$ cat config.mk
export PLATFORM = sky130hd
export DESIGN_NAME = id_addr_mapper
export DESIGN_NICKNAME = d
export VERILOG_FILES = /design/src/rtl/id_mapper_pkg.sv /design/src/rtl/id_table.sv /design/src/rtl/id_addr_mapper.sv
export SDC_FILE = /design/constraint.sdc
export NUM_CORES = 1
export LEC_CHECK = 0
export ABC_AREA = 1
export CORE_UTILIZATION = 51
export CTS_CLUSTER_SIZE = 40
export DETAILED_ROUTE_END_ITERATION = 8
export PLACE_DENSITY_LB_ADDON = 0.08
export SLEW_MARGIN = 10
export SYNTH_ARGS = -nofsm -noshare
export SYNTH_HDL_FRONTEND = slang
export SYNTH_SLANG_ARGS = --single-unit
$ cat constraint.sdc
create_clock -name clk -period 6.1 [get_ports clk]
set_input_delay 0.915 -clock clk [delete_from_list [all_inputs] [get_ports clk]]
set_output_delay 0.915 -clock clk [all_outputs]
set_load 0.05 [all_outputs]
$ cat src/rtl/id_mapper_pkg.sv
// Shared types and default-table contents for the ID-to-address mapper.
// The defaults are used only when ID_MAPPER_DEFAULT_TABLE_EN is defined.
package id_mapper_pkg;

  typedef enum logic [1:0] {
    IDLE   = 2'd0,
    SEARCH = 2'd1,
    RESP   = 2'd2
  } state_e;

  localparam int DEF_ENTRY_CNT = 5;
  localparam int DEF_ID_W      = 3;

  localparam logic [DEF_ID_W-1:0] DEF_ID_0 = 3'b001;
  localparam logic [DEF_ID_W-1:0] DEF_ID_1 = 3'b010;
  localparam logic [DEF_ID_W-1:0] DEF_ID_2 = 3'b011;
  localparam logic [DEF_ID_W-1:0] DEF_ID_3 = 3'b101;
  localparam logic [DEF_ID_W-1:0] DEF_ID_4 = 3'b110;

  // Entries at or beyond DEF_ENTRY_CNT have no default ID.
  function automatic logic [DEF_ID_W-1:0] def_table_id(input int idx);
    logic [DEF_ID_W-1:0] id;
    case (idx)
      0:       id = DEF_ID_0;
      1:       id = DEF_ID_1;
      2:       id = DEF_ID_2;
      3:       id = DEF_ID_3;
      4:       id = DEF_ID_4;
      default: id = '0;
    endcase
    return id;
  endfunction

endpackage

$ cat src/rtl/id_table.sv
// DEPTH-entry ID table (ID plus valid bit) with one write port and one index-read port.
// With ID_MAPPER_DEFAULT_TABLE_EN defined, reset preloads the default IDs.
module id_table
  import id_mapper_pkg::*;
#(
  parameter int ID_W   = 3,
  parameter int DEPTH  = 8,
  parameter int ADDR_W = 4
) (
  input  logic              clk,
  input  logic              rst,
  input  logic              wr_en,
  input  logic [ADDR_W-1:0] wr_idx,
  input  logic [ID_W-1:0]   wr_id,
  input  logic              wr_vld,
  input  logic [ADDR_W-1:0] rd_idx,
  output logic [ID_W-1:0]   rd_id,
  output logic              rd_vld
);

  logic [DEPTH-1:0][ID_W-1:0] ent_id;
  logic [DEPTH-1:0]           ent_vld;

`ifdef ID_MAPPER_DEFAULT_TABLE_EN
  generate
    if (ID_W != DEF_ID_W || DEPTH < DEF_ENTRY_CNT) begin : g_bad_cfg
      $error("id_table: default table needs ID_W=3 and DEPTH>=5");
    end
  endgenerate
`endif

  // Only indices below DEPTH decode, so out-of-range writes fall through untouched.
  generate
    for (genvar gi = 0; gi < DEPTH; gi++) begin : g_ent
`ifdef ID_MAPPER_DEFAULT_TABLE_EN
      localparam logic [ID_W-1:0] RST_ID  = (gi < DEF_ENTRY_CNT) ? ID_W'(def_table_id(gi)) : '0;
      localparam logic            RST_VLD = (gi < DEF_ENTRY_CNT);
`else
      localparam logic [ID_W-1:0] RST_ID  = '0;
      localparam logic            RST_VLD = 1'b0;
`endif
      logic [ID_W-1:0] id_q, id_d;
      logic            vld_q, vld_d;
      logic            wr_sel;

      assign wr_sel = wr_en && (wr_idx == ADDR_W'(gi));

      always_comb begin
        id_d  = id_q;
        vld_d = vld_q;
        if (wr_sel) begin
          id_d  = wr_id;
          vld_d = wr_vld;
        end
      end

      always_ff @(posedge clk or posedge rst) begin
        if (rst) begin
          id_q  <= RST_ID;
          vld_q <= RST_VLD;
        end else begin
          id_q  <= id_d;
          vld_q <= vld_d;
        end
      end

      assign ent_id[gi]  = id_q;
      assign ent_vld[gi] = vld_q;
    end
  endgenerate

  always_comb begin
    rd_id  = '0;
    rd_vld = 1'b0;
    for (int i = 0; i < DEPTH; i++) begin
      if (rd_idx == ADDR_W'(i)) begin
        rd_id  = ent_id[i];
        rd_vld = ent_vld[i];
      end
    end
  end

endmodule

$ cat src/rtl/id_addr_mapper.sv
// Sequential ID-to-address lookup: one table entry compared per cycle, lowest index wins.
// Optional reset-time table preload via ID_MAPPER_DEFAULT_TABLE_EN (see id_table).
module id_addr_mapper
  import id_mapper_pkg::*;
#(
  parameter int ID_W   = 3,
  parameter int DEPTH  = 8,
  parameter int ADDR_W = 4
) (
  input  logic              clk,
  input  logic              rst,
  input  logic              req_valid,
  output logic              req_ready,
  input  logic [ID_W-1:0]   req_id,
  output logic              rsp_valid,
  output logic              rsp_hit,
  output logic [ADDR_W-1:0] rsp_addr,
  input  logic              wr_en,
  input  logic [ADDR_W-1:0] wr_idx,
  input  logic [ID_W-1:0]   wr_id,
  input  logic              wr_vld,
  output logic              busy
);

  localparam logic [ADDR_W-1:0] LAST_IDX = ADDR_W'(DEPTH - 1);

  state_e            state_q, state_d;
  logic [ADDR_W-1:0] idx_q, idx_d;
  logic [ID_W-1:0]   id_q, id_d;
  logic              rsp_valid_q, rsp_valid_d;
  logic              rsp_hit_q, rsp_hit_d;
  logic [ADDR_W-1:0] rsp_addr_q, rsp_addr_d;
  logic              busy_q, busy_d;
  logic              req_ready_q, req_ready_d;

  logic [ID_W-1:0]   tbl_id;
  logic              tbl_vld;

  id_table #(
    .ID_W   (ID_W),
    .DEPTH  (DEPTH),
    .ADDR_W (ADDR_W)
  ) u_table (
    .clk    (clk),
    .rst    (rst),
    .wr_en  (wr_en),
    .wr_idx (wr_idx),
    .wr_id  (wr_id),
    .wr_vld (wr_vld),
    .rd_idx (idx_q),
    .rd_id  (tbl_id),
    .rd_vld (tbl_vld)
  );

  always_comb begin
    state_d     = state_q;
    idx_d       = idx_q;
    id_d        = id_q;
    rsp_valid_d = 1'b0;
    rsp_hit_d   = rsp_hit_q;
    rsp_addr_d  = rsp_addr_q;
    case (state_q)
      IDLE: begin
        if (req_valid && req_ready_q) begin
          id_d    = req_id;
          idx_d   = '0;
          state_d = SEARCH;
        end
      end
      SEARCH: begin
        if (tbl_vld && (tbl_id == id_q)) begin
          rsp_hit_d   = 1'b1;
          rsp_addr_d  = idx_q;
          rsp_valid_d = 1'b1;
          state_d     = RESP;
        end else if (idx_q == LAST_IDX) begin
          // Miss keeps the previous address so downstream sees a stable value.
          rsp_hit_d   = 1'b0;
          rsp_valid_d = 1'b1;
          state_d     = RESP;
        end else begin
          idx_d = idx_q + 1'b1;
        end
      end
      RESP:    state_d = IDLE;
      default: state_d = IDLE;
    endcase
    busy_d      = (state_d == SEARCH);
    req_ready_d = (state_d == IDLE);
  end

  always_ff @(posedge clk or posedge rst) begin
    if (rst) begin
      state_q     <= IDLE;
      idx_q       <= '0;
      id_q        <= '0;
      rsp_valid_q <= 1'b0;
      rsp_hit_q   <= 1'b0;
      rsp_addr_q  <= '0;
      busy_q      <= 1'b0;
      req_ready_q <= 1'b0;
    end else begin
      state_q     <= state_d;
      idx_q       <= idx_d;
      id_q        <= id_d;
      rsp_valid_q <= rsp_valid_d;
      rsp_hit_q   <= rsp_hit_d;
      rsp_addr_q  <= rsp_addr_d;
      busy_q      <= busy_d;
      req_ready_q <= req_ready_d;
    end
  end

  assign req_ready = req_ready_q;
  assign rsp_valid = rsp_valid_q;
  assign rsp_hit   = rsp_hit_q;
  assign rsp_addr  = rsp_addr_q;
  assign busy      = busy_q;

endmodule

## Word-level counts from Yosys, hierarchy flattened

Cells that the tools add are included.

- Bits in writable memories: 0
- Logic and storage cells: 94
- Memory bits (read-only): 0
- Bits in latches: 0
- Bits of input ports: 15
- Register bits after elaboration: 49
- Memories kept: 0

- Add/subtract/negate cells: 1
- Bitwise operators: 0
- Multipliers: 0
- Magnitude comparators: 0
- Reduce and logical (&&, ||, !) cells: 20
- Divide/modulo/power cells: 0
- Shift operators: 0
- Muxes and demuxes: 29
- Equal/unequal tests: 20

Operators by type and width:

| kind | count |
|---|---|
| $eq 4x3->1 const B | 8 |
| $mux 3 | 8 |
| $eq 4x2->1 const B | 4 |
| $mux 1 | 13 |
| $mux 4 | 3 |
| $logic_and 1x1->1 | 10 |
| $eq 4x1->1 const B | 2 |
| $logic_not 4->1 | 2 |
| $pmux 4 s2 | 1 |
| $mux 2 | 3 |
| $ne 2x2->1 const B | 3 |
| $reduce_and 2->1 | 3 |
| $add 4x1->4 const B | 1 |
| $eq 2x1->1 const B | 2 |
| $logic_not 2->1 | 2 |
| $pmux 2 s2 | 1 |
| $reduce_and 4->1 | 1 |
| $reduce_bool 2->1 | 2 |
| $eq 3x3->1 | 1 |

## Depth between registers and ports, before layout

- Word-level depth: 14
- Depth in mapped cells: 19
- Gate-level depth less buffers: 19

## Cells and area by module

From an unflattened synthesis, not the netlist that was laid out.

- Cells, all modules: 286
- Area total of the unflattened synthesis: 2334.7 µm²

Modules (own cells, without submodules):

| module | cells each | sequential area each (µm²) | area an instance (µm²) | times used |
|---|---|---|---|---|
| id_table | 183 | 800.8 | 1503.9 | 1 |
| id_addr_mapper | 103 | 425.4 | 830.8 | 1 |

## Worst setup path after synthesis

OpenSTA, ideal clock, no wires.

- Path type: register -> register
- Start: reg idx_q[1]
- End: reg idx_q[0]
- Cell stages (with the launch flop): 18
- Arrival: 1.922 ns
- Path buffers: 2
- Path slack: 4.059 ns
- Data required time: 5.982 ns
- Cells stage by stage: dfrtp_1 -> inv_1 -> ha_1 -> buf_2 -> nand3_1 -> nand2_1 -> inv_1 -> nand3_1 -> nand2_1 -> nand2_1 -> nand2_1 -> nand2_1 -> nand2_1 -> nor2_2 -> nand3_2 -> buf_6 -> nand4_1 -> nand2_1

- Longest elaborated chain between the ends: 13
- Elaborated cells on any way between the ends: 29
- Those cells by class: eq/ne: 10; mux: 16; reduce/logical: 3

Ends and longest elaborated chain:

| item | line | source |
|---|---|---|
| start, declared | id_addr_mapper.sv:28 | `logic [ADDR_W-1:0] idx_q, idx_d;` |
| start signal, assigned | id_addr_mapper.sv:104 | `idx_q <= idx_d;` |
| $logic_not 4->1 | id_table.sv:76 | `if (rd_idx == ADDR_W'(i)) begin` |
| $mux 3 (8 in series) | id_table.sv:76 |  |
| $eq 3x3->1 | id_addr_mapper.sv:71 | `if (tbl_vld && (tbl_id == id_q)) begin` |
| $logic_and 1x1->1 | id_addr_mapper.sv:71 |  |
| $ne 2x2->1 (no source line) | -- |  |
| $reduce_and 4->1 (no source line) (*) | -- |  |

Mark *: on every way between the ends. The rest lies on a longest branch, timed or not.
A chain may end at the register's enable or synchronous reset.

## Worst setup path in the final report

- Start: reg idx_q[1]
- End: reg idx_q[1]

- Longest elaborated chain between the ends: 13
- Elaborated cells on any way between the ends: 33
- Those cells by class: add/sub: 1; eq/ne: 10; mux: 19; reduce/logical: 3

Ends and longest elaborated chain:

| item | line |
|---|---|
| $logic_not 4->1 | id_table.sv:76 |
| $mux 3 (8 in series) | id_table.sv:76 |
| $eq 3x3->1 | id_addr_mapper.sv:71 |
| $logic_and 1x1->1 | id_addr_mapper.sv:71 |
| $ne 2x2->1 (no source line) | -- |
| $reduce_and 4->1 (no source line) | -- |

Several ways; a longest one is shown, not always the timed one. The select of a mux whose other input is x is not followed.

==> results.yml <==
status:
  run_status: "finished with violations"
  violations_in_the_final_reports: "design-rule violations"
cts:
  clkTransAtPathRegs_ns: 0.09
  cts_tree: "yes"
  clock_latency_ns: 0.30
  tritoncts.num_buffers: 5
  clk_path_buf_depth: 2
  post_cts_buffers: 0
  ctsRootBufferMaster: "sky130_fd_sc_hd__clkbuf_8"
  post_cts_resize_count: 0
  htree_levels: 2
  holdBufCountCts: 0
  clk_sink_count: 49
route:
  avgRoutedWirePerCell_um: 13.0
  antenna_violating_nets_post_route: 0
  via_per_inst: 5.23
  route.vias.total: 2036
  first_iter_violations: 123
  drc: 1
  wirelength_um: 5060
  drt-pass1-iter-count: 7
min_path:
  holdCritStartpoint: "rsp_addr[3]"
  hp-class: "reg -> reg"
synth:
  syn_area_per_cell_um2: 7.87
  synth_cells: 310
  ys_seq_elements: 49
  mappedNetlistNets: 329
  synth.yosys.seq_area_share_pct: 50.3
  synth.largest_area_cell: "sky130_fd_sc_hd__dfrtp_1"
  synth_area_um2: 2440
  synth.lib_cells_used.distinct: 21
  yosys_warnings: 0
  synth.area.top_cells: "sky130_fd_sc_hd__dfrtp_1 50%, sky130_fd_sc_hd__nand2_1 14%, sky130_fd_sc_hd__o21ai_0 7.8%"
  synth_top_cell_area_share_pct: 50.3
setup_path:
  setup.worst_path.end_class: "register"
  setup.worst_path.class: "reg -> reg"
  critPathMostFrequentCell: "sky130_fd_sc_hd__nand2_1"
  worstReg2RegStart: "idx_q[1]"
  timing.critical_path.fanout_max: 12
  crit_required_ns: 6.30
  critical_path.cell_chain: "inv_1 > ha_1 > nand3_1 > nand2_1 > inv_1 > nand3_1 > nand2_1 > nand2_1 > nand2_1 > nand2_1 > nand2_1 > nor2_2 > nand3_2 > nand4_1 > nand2_1"
  crit_path_start: "idx_q[1]"
  cpPeakStageDelay_ns: 0.43
  critical_path.slowest_cell: "sky130_fd_sc_hd__dfrtp_1"
  critical_path.startpoint_type: "register"
  timing.critical_path.arrival_ns: 2.76
place:
  dp.final_hpwl_um: 3640
  dp.cells: 381
  port_buffers: 22
  post_dp_cell_area_um2: 2700
  gpl.final_weighted_congestion: 0.890
global_route:
  grt_first_pass_wirelength_um: 8790
  grtUsageTotal_pct: 22.5
  gr-max-usage-layer: "met2"
  global_route.usage.met1_pct: 31.5
  pin_count_of_the_biggest_net_entering_global_routing: 50
  overflow: 0
  antenna_violations_before_repair: 0
  globalRouteMet3Util_pct: 3.42
  grtUsageMet2_pct: 35.7
  via_count_of_the_first_global_routing_pass: 1914
floorplanning:
  initial_utilization_pct: 54.5
  die_height_um: 71.2
  top_level_ports: 23
  core_um2: 4470
  floorplan.rows: 24
  die_w_um: 71.2
  design.die.area_um2: 5060
timing:
  setup_total_negative_slack_ns: 0
  setup_repair_after_global_routing_missed_its_margin: "false"
  slew_headroom_pct: 31.5
  fin_crit_sh_pct: 42.0
  fmax_mhz: 390
  timing.clock.skew_ns: 0.00731
  finalSetupViolations: 0
  final_max_slew_viol_count: 0
  timing.final.hold_violations: 0
  hold_slack_ns: 0.473
  min_period_ns: 2.56
  worst_slew_pin_slew_ns: 1.03
final_layout:
  fin_util_pct: 62.1
  final_area_um2: 2780
  num_antenna_cells: 0
  post_route_cells_drive_above_1_share_pct: 5.64
  finalNetCount: 355
  instances_no_fill: 389
  syn_to_final_growth_pct: 14.0
pwr:
  static_leakage_power_nw: 1.40
  vdd.ir_drop.worst_v: 0.000213
  cellPowerDensity_nw_per_um2: 438
run:
  timing.max_cap.violations: 0
==> sequential cells by signal, indices dropped and copies added, names as in the netlist <==
signal / flops
state_q: 2
req_ready: 1
idx_q: 4
rsp_addr: 4
id_q: 3
u_table.g_ent.vld_q: 8
rsp_valid: 1
busy: 1
u_table.g_ent.id_q: 24
rsp_hit: 1
==> cells in the mapped netlist <==
cell                      count
sky130_fd_sc_hd__nand3_2      2
sky130_fd_sc_hd__o21ai_0     38
sky130_fd_sc_hd__buf_2        1
sky130_fd_sc_hd__ha_1         4
sky130_fd_sc_hd__inv_1       43
sky130_fd_sc_hd__xor2_1       1
sky130_fd_sc_hd__or2_0        3
sky130_fd_sc_hd__nand2_1     88
sky130_fd_sc_hd__nor3b_1      2
sky130_fd_sc_hd__nand2_2      2
sky130_fd_sc_hd__nor2_2       2
sky130_fd_sc_hd__nor2_1      26
sky130_fd_sc_hd__o21ai_2      3
sky130_fd_sc_hd__nand4_1      7
sky130_fd_sc_hd__nand3_1     30
sky130_fd_sc_hd__buf_6        2
sky130_fd_sc_hd__nor3_1       2
sky130_fd_sc_hd__dfrtp_1     49
sky130_fd_sc_hd__a21oi_1      3
sky130_fd_sc_hd__nand2_4      1
sky130_fd_sc_hd__nor2_4       1
==> report_power, final <==
part | internal (mW) | switching [mW]
Clock | 0.0798 | 0.109
Combinational | 0.187 | 0.363
Sequential | 0.416 | 0.0607
==> metal layers <==
layer | routed length [um] | share of wire [%] | vias up
li1 | - | - | 1039
met1 | 2550 | 50 | 950
met2 | 2280 | 45 | 38
met3 | 134 | 2.6 | 9
met4 | 96 | 1.9 | 0
met5 | 0 | 0 | -
==> worst paths after layout <==
path	end	slack, ns	cells past startpoint
max	idx_q[1]	3.54	15
min	rsp_addr[3]	0.47	2
max reg2reg	idx_q[1]	3.54	15
min reg2reg	rsp_addr[3]	0.47	2
max in group asynchronous	u_table.g_ent[5].id_q[2]	4.28	2
min in group asynchronous	id_q[0]	1.16	2
==> through the flow <==
step,power (mW),setup WS [ns]
after global placement,1.02,3.49
after floorplan,0.897,4.01
after CTS,1.22,3.55
after detailed placement,1.03,3.44
final,1.22,3.54
after global routing,1.31,3.27
==> critical path, delay by kind of cell (launching register included) <==
kind,cells,cell delay [ns]
adder cells (fa/ha/maj),1,0.34
flip-flops,1,0.43
AND/OR/NAND/NOR,12,1.53
buffers and inverters,2,0.17
==> area by class of cell <==
cell class | count | area [um2]
clock buffer | 6 | 72.6
clock inverter | 2 | 10.0
fill | 415 | 1700
inverter | 43 | 161
multi-input combinational | 215 | 1020
sequential | 49 | 1230
tap | 52 | 65.1
timing repair buffer | 22 | 220
==> placed cells by master (no fill, tap or decap), types with 3 or more instances in the layout <==
cell	count
sky130_fd_sc_hd__nand4_1	7
sky130_fd_sc_hd__o21ai_2	3
sky130_fd_sc_hd__or2_0	3
sky130_fd_sc_hd__clkbuf_8	5
sky130_fd_sc_hd__nand3_1	30
sky130_fd_sc_hd__a21oi_1	3
sky130_fd_sc_hd__o21ai_0	38
sky130_fd_sc_hd__nor2_1	26
sky130_fd_sc_hd__ha_1	4
sky130_fd_sc_hd__dfrtp_1	49
sky130_fd_sc_hd__nand2_1	88
sky130_fd_sc_hd__inv_1	42
sky130_fd_sc_hd__clkdlybuf4s50_1	22
==> cell families after synthesis <==
logic type,synth area share [%]
AO/OA/AOI/OAI,9.49
XOR/XNOR,0.359
adder cells (fa/ha/maj),2.05
buffers and inverters,7.75
flip-flops,50.3
AND/OR/NAND/NOR,30.1
Power figures use the tool's default switching activity.
